$ cat config.mk
export PLATFORM = sky130hd
export DESIGN_NAME = poliriscv_imem_loader_flat
export DESIGN_NICKNAME = d
export VERILOG_FILES = /design/src/rtl/poliriscv_imem_loader_if.sv /design/src/rtl/poliriscv_imem_loader.sv /design/src/flat_wrapper.sv
export SDC_FILE = /design/constraint.sdc
export NUM_CORES = 1
export LEC_CHECK = 0
export CORE_UTILIZATION = 25
export DETAILED_ROUTE_END_ITERATION = 8
export PLACE_DENSITY = 0.54
export SLEW_MARGIN = 20
export SYNTH_ARGS = -nofsm -noshare
export SYNTH_HDL_FRONTEND = slang
export SYNTH_SLANG_ARGS = --single-unit
$ cat constraint.sdc
create_clock -name clk_i -period 2 [get_ports clk_i]
set_clock_uncertainty 0.15 [all_clocks]
set_input_delay 0.2 -clock clk_i [delete_from_list [all_inputs] [get_ports clk_i]]
set_output_delay 0.2 -clock clk_i [all_outputs]
set_load 0.005 [all_outputs]
$ cat src/rtl/poliriscv_imem_loader_if.sv
// Byte-stream handshake feeding the instruction-memory loader.
//   valid : source has a byte on data
//   data  : stream byte
//   ready : loader accepts the byte this cycle
// master = stream source, slave = loader.
interface poliriscv_imem_loader_if;
  localparam int unsigned BYTE_W = 8;

  logic              valid;
  logic [BYTE_W-1:0] data;
  logic              ready;

  modport master (output valid, output data, input ready);
  modport slave  (input valid, input data, output ready);
endinterface

$ cat src/rtl/poliriscv_imem_loader.sv
// Boot-time program loader. Consumes a byte stream (16-bit little-endian word
// count, then little-endian 32-bit instructions), writes each assembled word to
// the instruction-memory write port and holds the core in reset until the whole
// image has been written.
// Optional feature: define IMEM_LOADER_CHECKSUM_EN to require one trailing
// checksum byte after the data (8-bit sum of data bytes plus it must be 0).
// Ports:
//   clk_i           clock
//   rst_n_i         asynchronous active-low reset
//   start_i         one-cycle pulse, begins a load from IDLE/DONE/ERR
//   s_if            byte stream (slave side)
//   im_we_o         instruction-memory write strobe, one cycle per word
//   im_addr_o       word address of the write
//   im_wdata_o      instruction word
//   cpu_rst_o       active-high reset to the core
//   busy_o          load in progress
//   done_o          image loaded, core released
//   err_o           load aborted
//   words_loaded_o  words written in the current load
module poliriscv_imem_loader #(
  parameter int unsigned INSTR_WORDS = 256,
  parameter int unsigned AW          = $clog2(INSTR_WORDS)
) (
  input  logic                   clk_i,
  input  logic                   rst_n_i,
  input  logic                   start_i,
  poliriscv_imem_loader_if.slave s_if,
  output logic                   im_we_o,
  output logic [AW-1:0]          im_addr_o,
  output logic [31:0]            im_wdata_o,
  output logic                   cpu_rst_o,
  output logic                   busy_o,
  output logic                   done_o,
  output logic                   err_o,
  output logic [15:0]            words_loaded_o
);

  localparam int unsigned LEN_W  = 16;
  localparam int unsigned WORD_W = 32;
  localparam int unsigned BUF_W  = 24;

  typedef enum logic [2:0] {
    IDLE,
    LEN0,
    LEN1,
    DATA,
`ifdef IMEM_LOADER_CHECKSUM_EN
    CHK,
`endif
    DONE,
    ERR
  } state_e;

  state_e             state_q, state_d;
  logic [LEN_W-1:0]   len_q, len_d;
  logic [LEN_W-1:0]   cnt_q, cnt_d;
  logic [1:0]         bidx_q, bidx_d;
  logic [BUF_W-1:0]   buf_q, buf_d;
  logic               we_q, we_d;
  logic [AW-1:0]      addr_q, addr_d;
  logic [WORD_W-1:0]  wdata_q, wdata_d;
  logic               ready_q, ready_d;
  logic               busy_q, busy_d;
  logic               done_q, done_d;
  logic               err_q, err_d;
  logic               cpu_rst_q, cpu_rst_d;
`ifdef IMEM_LOADER_CHECKSUM_EN
  logic [7:0]         sum_q, sum_d;
`endif

  logic               accept;
  logic [LEN_W-1:0]   hdr_len;
  logic               last_word;

  assign accept    = s_if.valid && ready_q;
  assign hdr_len   = {s_if.data, len_q[7:0]};
  assign last_word = (LEN_W'(cnt_q + 16'd1) == len_q);

  // Next-state, datapath and next-output logic
  always_comb begin
    state_d = state_q;
    len_d   = len_q;
    cnt_d   = cnt_q;
    bidx_d  = bidx_q;
    buf_d   = buf_q;
    we_d    = 1'b0;
    addr_d  = addr_q;
    wdata_d = wdata_q;
`ifdef IMEM_LOADER_CHECKSUM_EN
    sum_d   = sum_q;
`endif

    case (state_q)
      IDLE, DONE, ERR: begin
        if (start_i) begin
          state_d = LEN0;
          len_d   = '0;
          cnt_d   = '0;
          bidx_d  = '0;
          buf_d   = '0;
`ifdef IMEM_LOADER_CHECKSUM_EN
          sum_d   = '0;
`endif
        end
      end
      LEN0: begin
        if (accept) begin
          len_d[7:0] = s_if.data;
          state_d    = LEN1;
        end
      end
      LEN1: begin
        if (accept) begin
          len_d = hdr_len;
          if (hdr_len == '0)                    state_d = DONE;
          else if (32'(hdr_len) > INSTR_WORDS)  state_d = ERR;
          else                                  state_d = DATA;
        end
      end
      DATA: begin
        if (accept) begin
`ifdef IMEM_LOADER_CHECKSUM_EN
          sum_d  = 8'(sum_q + s_if.data);
`endif
          bidx_d = 2'(bidx_q + 2'd1);
          case (bidx_q)
            2'd0: buf_d[7:0]   = s_if.data;
            2'd1: buf_d[15:8]  = s_if.data;
            2'd2: buf_d[23:16] = s_if.data;
            default: begin
              // Fourth byte completes the word: strobe it out next cycle.
              we_d    = 1'b1;
              addr_d  = cnt_q[AW-1:0];
              wdata_d = {s_if.data, buf_q};
              cnt_d   = LEN_W'(cnt_q + 16'd1);
              if (last_word) begin
`ifdef IMEM_LOADER_CHECKSUM_EN
                state_d = CHK;
`else
                state_d = DONE;
`endif
              end
            end
          endcase
        end
      end
`ifdef IMEM_LOADER_CHECKSUM_EN
      CHK: begin
        if (accept) begin
          if (8'(sum_q + s_if.data) == 8'd0) state_d = DONE;
          else                               state_d = ERR;
        end
      end
`endif
      default: state_d = IDLE;
    endcase

    // Status outputs follow the state being entered so they are registered
    // yet aligned with it (done/cpu_rst move together with the last im_we).
    ready_d   = (state_d == LEN0) || (state_d == LEN1) || (state_d == DATA)
`ifdef IMEM_LOADER_CHECKSUM_EN
                || (state_d == CHK)
`endif
                ;
    busy_d    = ready_d;
    done_d    = (state_d == DONE);
    err_d     = (state_d == ERR);
    cpu_rst_d = (state_d != DONE);
  end

  // State and registered outputs
  always_ff @(posedge clk_i or negedge rst_n_i) begin
    if (!rst_n_i) begin
      state_q   <= IDLE;
      len_q     <= '0;
      cnt_q     <= '0;
      bidx_q    <= '0;
      buf_q     <= '0;
      we_q      <= 1'b0;
      addr_q    <= '0;
      wdata_q   <= '0;
      ready_q   <= 1'b0;
      busy_q    <= 1'b0;
      done_q    <= 1'b0;
      err_q     <= 1'b0;
      cpu_rst_q <= 1'b1;
`ifdef IMEM_LOADER_CHECKSUM_EN
      sum_q     <= '0;
`endif
    end else begin
      state_q   <= state_d;
      len_q     <= len_d;
      cnt_q     <= cnt_d;
      bidx_q    <= bidx_d;
      buf_q     <= buf_d;
      we_q      <= we_d;
      addr_q    <= addr_d;
      wdata_q   <= wdata_d;
      ready_q   <= ready_d;
      busy_q    <= busy_d;
      done_q    <= done_d;
      err_q     <= err_d;
      cpu_rst_q <= cpu_rst_d;
`ifdef IMEM_LOADER_CHECKSUM_EN
      sum_q     <= sum_d;
`endif
    end
  end

  assign s_if.ready     = ready_q;
  assign im_we_o        = we_q;
  assign im_addr_o      = addr_q;
  assign im_wdata_o     = wdata_q;
  assign cpu_rst_o      = cpu_rst_q;
  assign busy_o         = busy_q;
  assign done_o         = done_q;
  assign err_o          = err_q;
  assign words_loaded_o = cnt_q;

endmodule

$ cat src/flat_wrapper.sv
// flat-port wrapper written by rule: the top's interface ports become plain ports
module poliriscv_imem_loader_flat 
#(
  parameter int unsigned INSTR_WORDS = 256,
  parameter int unsigned AW          = $clog2(INSTR_WORDS)
)
  (clk_i, rst_n_i, start_i, im_we_o, im_addr_o, im_wdata_o, cpu_rst_o, busy_o, done_o, err_o, words_loaded_o, s_if_valid, s_if_data, s_if_ready);
  poliriscv_imem_loader_if s_if_i ();
  input  logic clk_i;
  input  logic rst_n_i;
  input  logic start_i;
  output logic im_we_o;
  output logic [AW-1:0] im_addr_o;
  output logic [31:0] im_wdata_o;
  output logic cpu_rst_o;
  output logic busy_o;
  output logic done_o;
  output logic err_o;
  output logic [15:0] words_loaded_o;
  input wire logic [$bits(s_if_i.valid)-1:0] s_if_valid;
  input wire logic [$bits(s_if_i.data)-1:0] s_if_data;
  output wire logic [$bits(s_if_i.ready)-1:0] s_if_ready;
  assign s_if_i.valid = s_if_valid;
  assign s_if_i.data = s_if_data;
  assign s_if_ready = s_if_i.ready;
  poliriscv_imem_loader #(.INSTR_WORDS(INSTR_WORDS), .AW(AW)) u_core (.clk_i(clk_i), .rst_n_i(rst_n_i), .start_i(start_i), .s_if(s_if_i), .im_we_o(im_we_o), .im_addr_o(im_addr_o), .im_wdata_o(im_wdata_o), .cpu_rst_o(cpu_rst_o), .busy_o(busy_o), .done_o(done_o), .err_o(err_o), .words_loaded_o(words_loaded_o));
endmodule
== Word level (Yosys, flattened, before mapping) ==
Cells that the tools add are included.

* Add/sub/neg operators: 2
* Magnitude comparators: 1
* Equal/unequal tests: 22
* Muxes and demuxes: 29
* Bitwise logic cells: 2
* Reductions and logical operators: 19

{| class="wikitable"
|+ Operators by type and width
! operator !! count
|-
| 16-bit two-way mux || 4
|-
| 24-bit two-way mux || 2
|-
| 24-bit one-hot mux with 2 select lines || 1
|-
| 8-bit two-way mux || 4
|-
| 16-bit one-hot mux with 2 select lines || 1
|-
| 3-bit two-way mux || 8
|-
| 8-bit one-hot mux with 3 select lines || 1
|-
| 4-bit AND reduction || 5
|-
| 16-bit by 1-bit adder with 16-bit output, second input constant || 1
|-
| 16-bit equality test || 1
|-
| 16-bit by 9-bit greater-than comparator with 1-bit output, second input constant || 1
|-
| 16-bit zero test || 1
|-
| 8-bit one-hot mux with 2 select lines || 1
|-
| 3-bit by 2-bit equality test with 1-bit output, second input constant || 4
|-
| 3-bit equality test, second input constant || 4
|-
| 2-bit by 1-bit inequality test with 1-bit output, second input constant || 6
|-
| 3-bit one-hot mux with 4 select lines || 1
|-
| 3-bit AND reduction || 3
|-
| 3-bit by 1-bit equality test with 1-bit output, second input constant || 2
|-
| 2-bit nonzero test || 3
|-
| 3-bit OR reduction || 2
|-
| 2-bit two-way mux || 2
|-
| 2-bit inequality test, second input constant || 2
|-
| 2-bit one-hot mux with 2 select lines || 1
|-
| other kinds (10) || 14
|}

* Register bits: 106
* Output and inout port bits: 62
* Logic and storage cells: 90

== Depth between registers and ports, before layout ==
* Depth after elaboration: 9
* Gate-level depth with buffers: 8

== Worst setup path after synthesis ==
OpenSTA, ideal clock, no wires.

* Path type: reg2reg
* Start: reg u_core.cnt_q[0], in the netlist u_core.words_loaded_o[0]
* End: reg u_core.ready_q, in the netlist u_core.s_if.ready
* Data arrival time: 1920 ps
* Data required time: 1713 ps
* Slack: -207 ps
* Cell stages (with the launch flop): 9
* Path buffers: 1
* Clock period less this slack: 2207 ps
* Path through: dfrtp_1 -> ha_1 -> and2_1 -> buf_2 -> nand4_1 -> or3b_4 -> nor3_2 -> and4_4 -> a21oi_1

* Word-level cells in the longest chain between the ends: 9
* Elaborated cells between the ends (all ways): 11
* Those cells by class: 1 x add/sub; 4 x eq/ne; 4 x mux; 2 x reduce/logical

{| class="wikitable"
|+ Ends and longest elaborated chain
! element !! RTL line !! source
|-
| start: declaration || poliriscv_imem_loader.sv:56 || <nowiki>logic [LEN_W-1:0] cnt_q, cnt_d;</nowiki>
|-
| start signal: assignment || poliriscv_imem_loader.sv:193 || <nowiki>cnt_q <= cnt_d;</nowiki>
|-
| 16-bit by 1-bit adder with 16-bit output (*) || poliriscv_imem_loader.sv:77 || <nowiki>assign last_word = (LEN_W'(cnt_q + 16'd1) == len_q);</nowiki>
|-
| 16-bit equality test (*) || poliriscv_imem_loader.sv:77 ||
|-
| 3-bit two-way mux (*) || poliriscv_imem_loader.sv:136 || <nowiki>if (last_word) begin</nowiki>
|-
| 3-bit two-way mux (*) || poliriscv_imem_loader.sv:126 || <nowiki>case (bidx_q)</nowiki>
|-
| 3-bit two-way mux (*) || poliriscv_imem_loader.sv:121 || <nowiki>if (accept) begin</nowiki>
|-
| 3-bit one-hot mux with 4 select lines (*) || poliriscv_imem_loader.sv:93 || <nowiki>case (state_q)</nowiki>
|-
| 3-bit by 1-bit equality test with 1-bit output or 3-bit by 2-bit equality test with 1-bit output (tied branches) || poliriscv_imem_loader.sv:160 || <nowiki>ready_d = (state_d == LEN0) || (state_d == LEN1) || (state_d == DATA)</nowiki>
|-
| 1-bit logical OR || poliriscv_imem_loader.sv:160 ||
|-
| 1-bit logical OR (*) || poliriscv_imem_loader.sv:160 ||
|-
| net u_core.busy_d || poliriscv_imem_loader.sv:63 || <nowiki>logic busy_q, busy_d;</nowiki>
|-
| end signal: assignment || poliriscv_imem_loader.sv:199 || <nowiki>ready_q <= ready_d;</nowiki>
|-
| end: declaration || poliriscv_imem_loader.sv:62 || <nowiki>logic ready_q, ready_d;</nowiki>
|}

The timed path passes the listed nets; every way through them passes the cells marked *.
A chain may end at the register's enable or synchronous reset.

== Worst setup path after layout ==
* Start: reg u_core.cnt_q[0], in the netlist u_core.words_loaded_o[0]
* End: reg u_core.done_q, in the netlist u_core.done_o

* Word-level cells in the longest chain between the ends: 7

{| class="wikitable"
|+ Ends and longest elaborated chain
! element !! RTL line !! source
|-
| 16-bit by 1-bit adder with 16-bit output || poliriscv_imem_loader.sv:77 ||
|-
| 16-bit equality test || poliriscv_imem_loader.sv:77 ||
|-
| 3-bit two-way mux || poliriscv_imem_loader.sv:136 ||
|-
| 3-bit two-way mux || poliriscv_imem_loader.sv:126 ||
|-
| 3-bit two-way mux || poliriscv_imem_loader.sv:121 ||
|-
| 3-bit one-hot mux with 4 select lines || poliriscv_imem_loader.sv:93 ||
|-
| 3-bit equality test || poliriscv_imem_loader.sv:166 || <nowiki>done_d = (state_d == DONE);</nowiki>
|-
| net u_core.done_d || poliriscv_imem_loader.sv:64 || <nowiki>logic done_q, done_d;</nowiki>
|-
| end signal: assignment || poliriscv_imem_loader.sv:201 || <nowiki>done_q <= done_d;</nowiki>
|-
| end: declaration || poliriscv_imem_loader.sv:64 ||
|}

The timed path passes the listed nets, and every way through them passes these cells.

==> run summary <==
worst slew pin tran: 0.4971 ns
Slew headroom: 66.86%
Worst-path clk slew: 0.08 ns
post-route clock period utilization: 104.0%
asr flop ratio synth: 100.0%
Placement Setup Slack: -0.2778 ns
vias per cell: 4.528
row count: 51
WL per Instance: 15.38 µm
max-slew violation count: 0
synthesis-to-finish area growth: 46.29%
WP data arrival: 2.16 ns
MaxCap Viol Count: 0
CTS Buf Count: 9
status: complete, but fails checks
TritonCTS clock tree: done
most frequent cell after synthesis: nand2_1
GR Overflow Total: 0
final setup fails: 5
Yosys warnings: 0
Crit Path Class: reg2reg
area post-placement: 6733 µm²
Cells after Synth: 569
Non-Filler Instances: 994
CP Launch Type: flop
Min-Delay Path Class: in2async
DRC viols: 0
Fin. Hold Viols: 0
DRT Wirelength: 15280 µm
first-pass GRT wire length: 24280 µm
Synth Flop Type: dfrtp_1
chip height: 144.5 µm
drt initial violations: 278
final critical-path required period: 2.081 ns
DP Cell Count: 960
I/O pins: 74
Design Power: 7.697 mW
Final Util: 37.68%
Final WS setup: -0.08078 ns
list of most frequent post-synthesis cells: nand2_1, dfrtp_1, o21ai_0
Post-synth EDFFs: 0
total negative slack: -0.2527 ns
initial core utilization: 25.76%
P_leak: 3.459 nW
violated checks: negative setup slack
vias in the first global route: 4538
CTS root buf: clkbuf_16
Distinct cells, synth: 55
VDD IR-drop max: 0.4430 mV
# diodes: 0
share of layout cells above drive strength 1: 24.01%
nets: 741
Syn Nets: 586
worst hold slack: 0.2219 ns
Cell Pwr Density: 1036 nW/µm²
Syn Area/Cell: 8.926 µm²
drt pass-1 iters: 5
crit path max fanout: 5
Achievable Freq: 480.6 MHz
Clock Latency Late Sink: 0.35 ns
design area: 7430 µm²
Seq cells post-synth: 106
die area: 20890 µm²
PortBufs: 73
antenna violations before repair: 0
Synth area leaders: dfrtp_1, nand2_1, o21ai_0, xnor2_1, nor2_1
largest net degree at the start of global routing: 47
Detail Route Antenna Nets: 0
synthesized cell area: 5079 µm²
total number of vias: 4501
Data required, critical path: 2.08 ns
register area share after synthesis: 52.25%
RSZ-0062 raised after global routing: yes
post-synth top area share: 51.74%
Yosys top cell by area: dfrtp_1
Routability Congestion: 0.8522
CTS Buffer Depth: 2
Core ar.: 19720 µm²
gr usage total: 15.40%
die width: 144.5 µm
H-tree Lvls: 3
CP Capture Type: flop
Num Clock Sinks: 106
HPWL after DPL: 10980 µm
path summary, 6_finish.rpt:
path / from / end / slack, ns / depth (start not counted)
min in group clk_i: u_core.buf_q[9]$_DFFE_PN0P_ / u_core.im_wdata_o[9]$_DFFE_PN0P_ / 0.32 / 2
worst min register to register: u_core.buf_q[9]$_DFFE_PN0P_ / u_core.im_wdata_o[9]$_DFFE_PN0P_ / 0.32 / 2
worst max register to register: u_core.words_loaded_o[0]$_DFFE_PN0P_ / u_core.done_o$_DFF_PN0_ / -0.08 / 8
max in group asynchronous: rst_n_i / u_core.im_wdata_o[5]$_DFFE_PN0P_ / 0.85 / 3
worst max-delay path: u_core.words_loaded_o[0]$_DFFE_PN0P_ / u_core.done_o$_DFF_PN0_ / -0.08 / 8
worst min-delay path: rst_n_i / u_core.words_loaded_o[7]$_DFFE_PN0P_ / 0.22 / 2
report_power, final:
| group | switching, mW | internal (mW) | leakage [nW] |
|---|---|---|---|
| registers | 0.331 | 2.65 | 1.43 |
| clock network | 0.879 | 0.908 | 0.147 |
| logic | 1.46 | 1.47 | 1.89 |
per-layer routing:
layer,GRT usage (%),up-vias,routed length [µm]
met3,3.510,7,827
met1,21.52,2138,7547
li1,-,2240,-
met4,3.657,0,125
met5,0,-,0
met2,23.96,116,6782
placed cells by master, fill, tap and decap left out, drive strengths merged, types with 8 or more instances in the layout:
| cell | n |
|---|---|
| a22o | 8 |
| xnor2 | 11 |
| nand2 | 189 |
| nor2 | 23 |
| a21oi | 9 |
| inv | 10 |
| buf | 104 |
| clkbuf | 10 |
| xor2 | 9 |
| o21ai | 65 |
| nand3 | 17 |
| dfrtp | 105 |
| clkdlybuf4s50 | 72 |
worst max-delay path: stages (launching register included):
cell     delay (ns)
dfrtp_2        0.45
ha_4           0.19
nand2_4        0.09
buf_4          0.14
o31ai_1        0.08
a32oi_1        0.29
o21ai_4        0.11
and4_4         0.23
o211a_1        0.22
cell families after synthesis:
| group | count (synthesis) | synth area share (%) |
|---|---|---|
| simple gates | 285 | 25.72 |
| compound gates | 109 | 12.86 |
| flops | 106 | 52.25 |
| buf+inv | 40 | 3.400 |
| xor+xnor | 21 | 3.893 |
| fa+ha+maj | 5 | 1.232 |
| mux | 3 | 0.6405 |
what timing repair did:
item | CTS | global route
buffers inserted | 14 | 2
hold buffers | 1 | 0
hold endpoints to repair | 33 | 0
pin swaps | 17 | 11
cloned | 1 | 0
resized for setup | 43 | 13
endpoints found under the setup margin | 7 | 33
final cells by class:
class	count	area, µm²
repair buffers	177	1595
flip-flops and latches	106	2664
clock buffers	10	239.0
clock inverters	6	53.80
well taps	265	331.6
inverters	6	22.52
fillers	1972	12290
multi-input cells	424	2524
sequential cells by signal (all words and copies together) (netlist names):
register	cells
u_core.im_wdata_o	32
u_core.buf_q	24
u_core.len_q	16
u_core.words_loaded_o	16
u_core.im_addr_o	8
u_core.state_q	3
u_core.bidx_q	2
u_core.cpu_rst_o	1
u_core.done_o	1
u_core.err_o	1
u_core.im_we_o	1
u_core.s_if.ready	1
(Power assumes the default switching activity.)
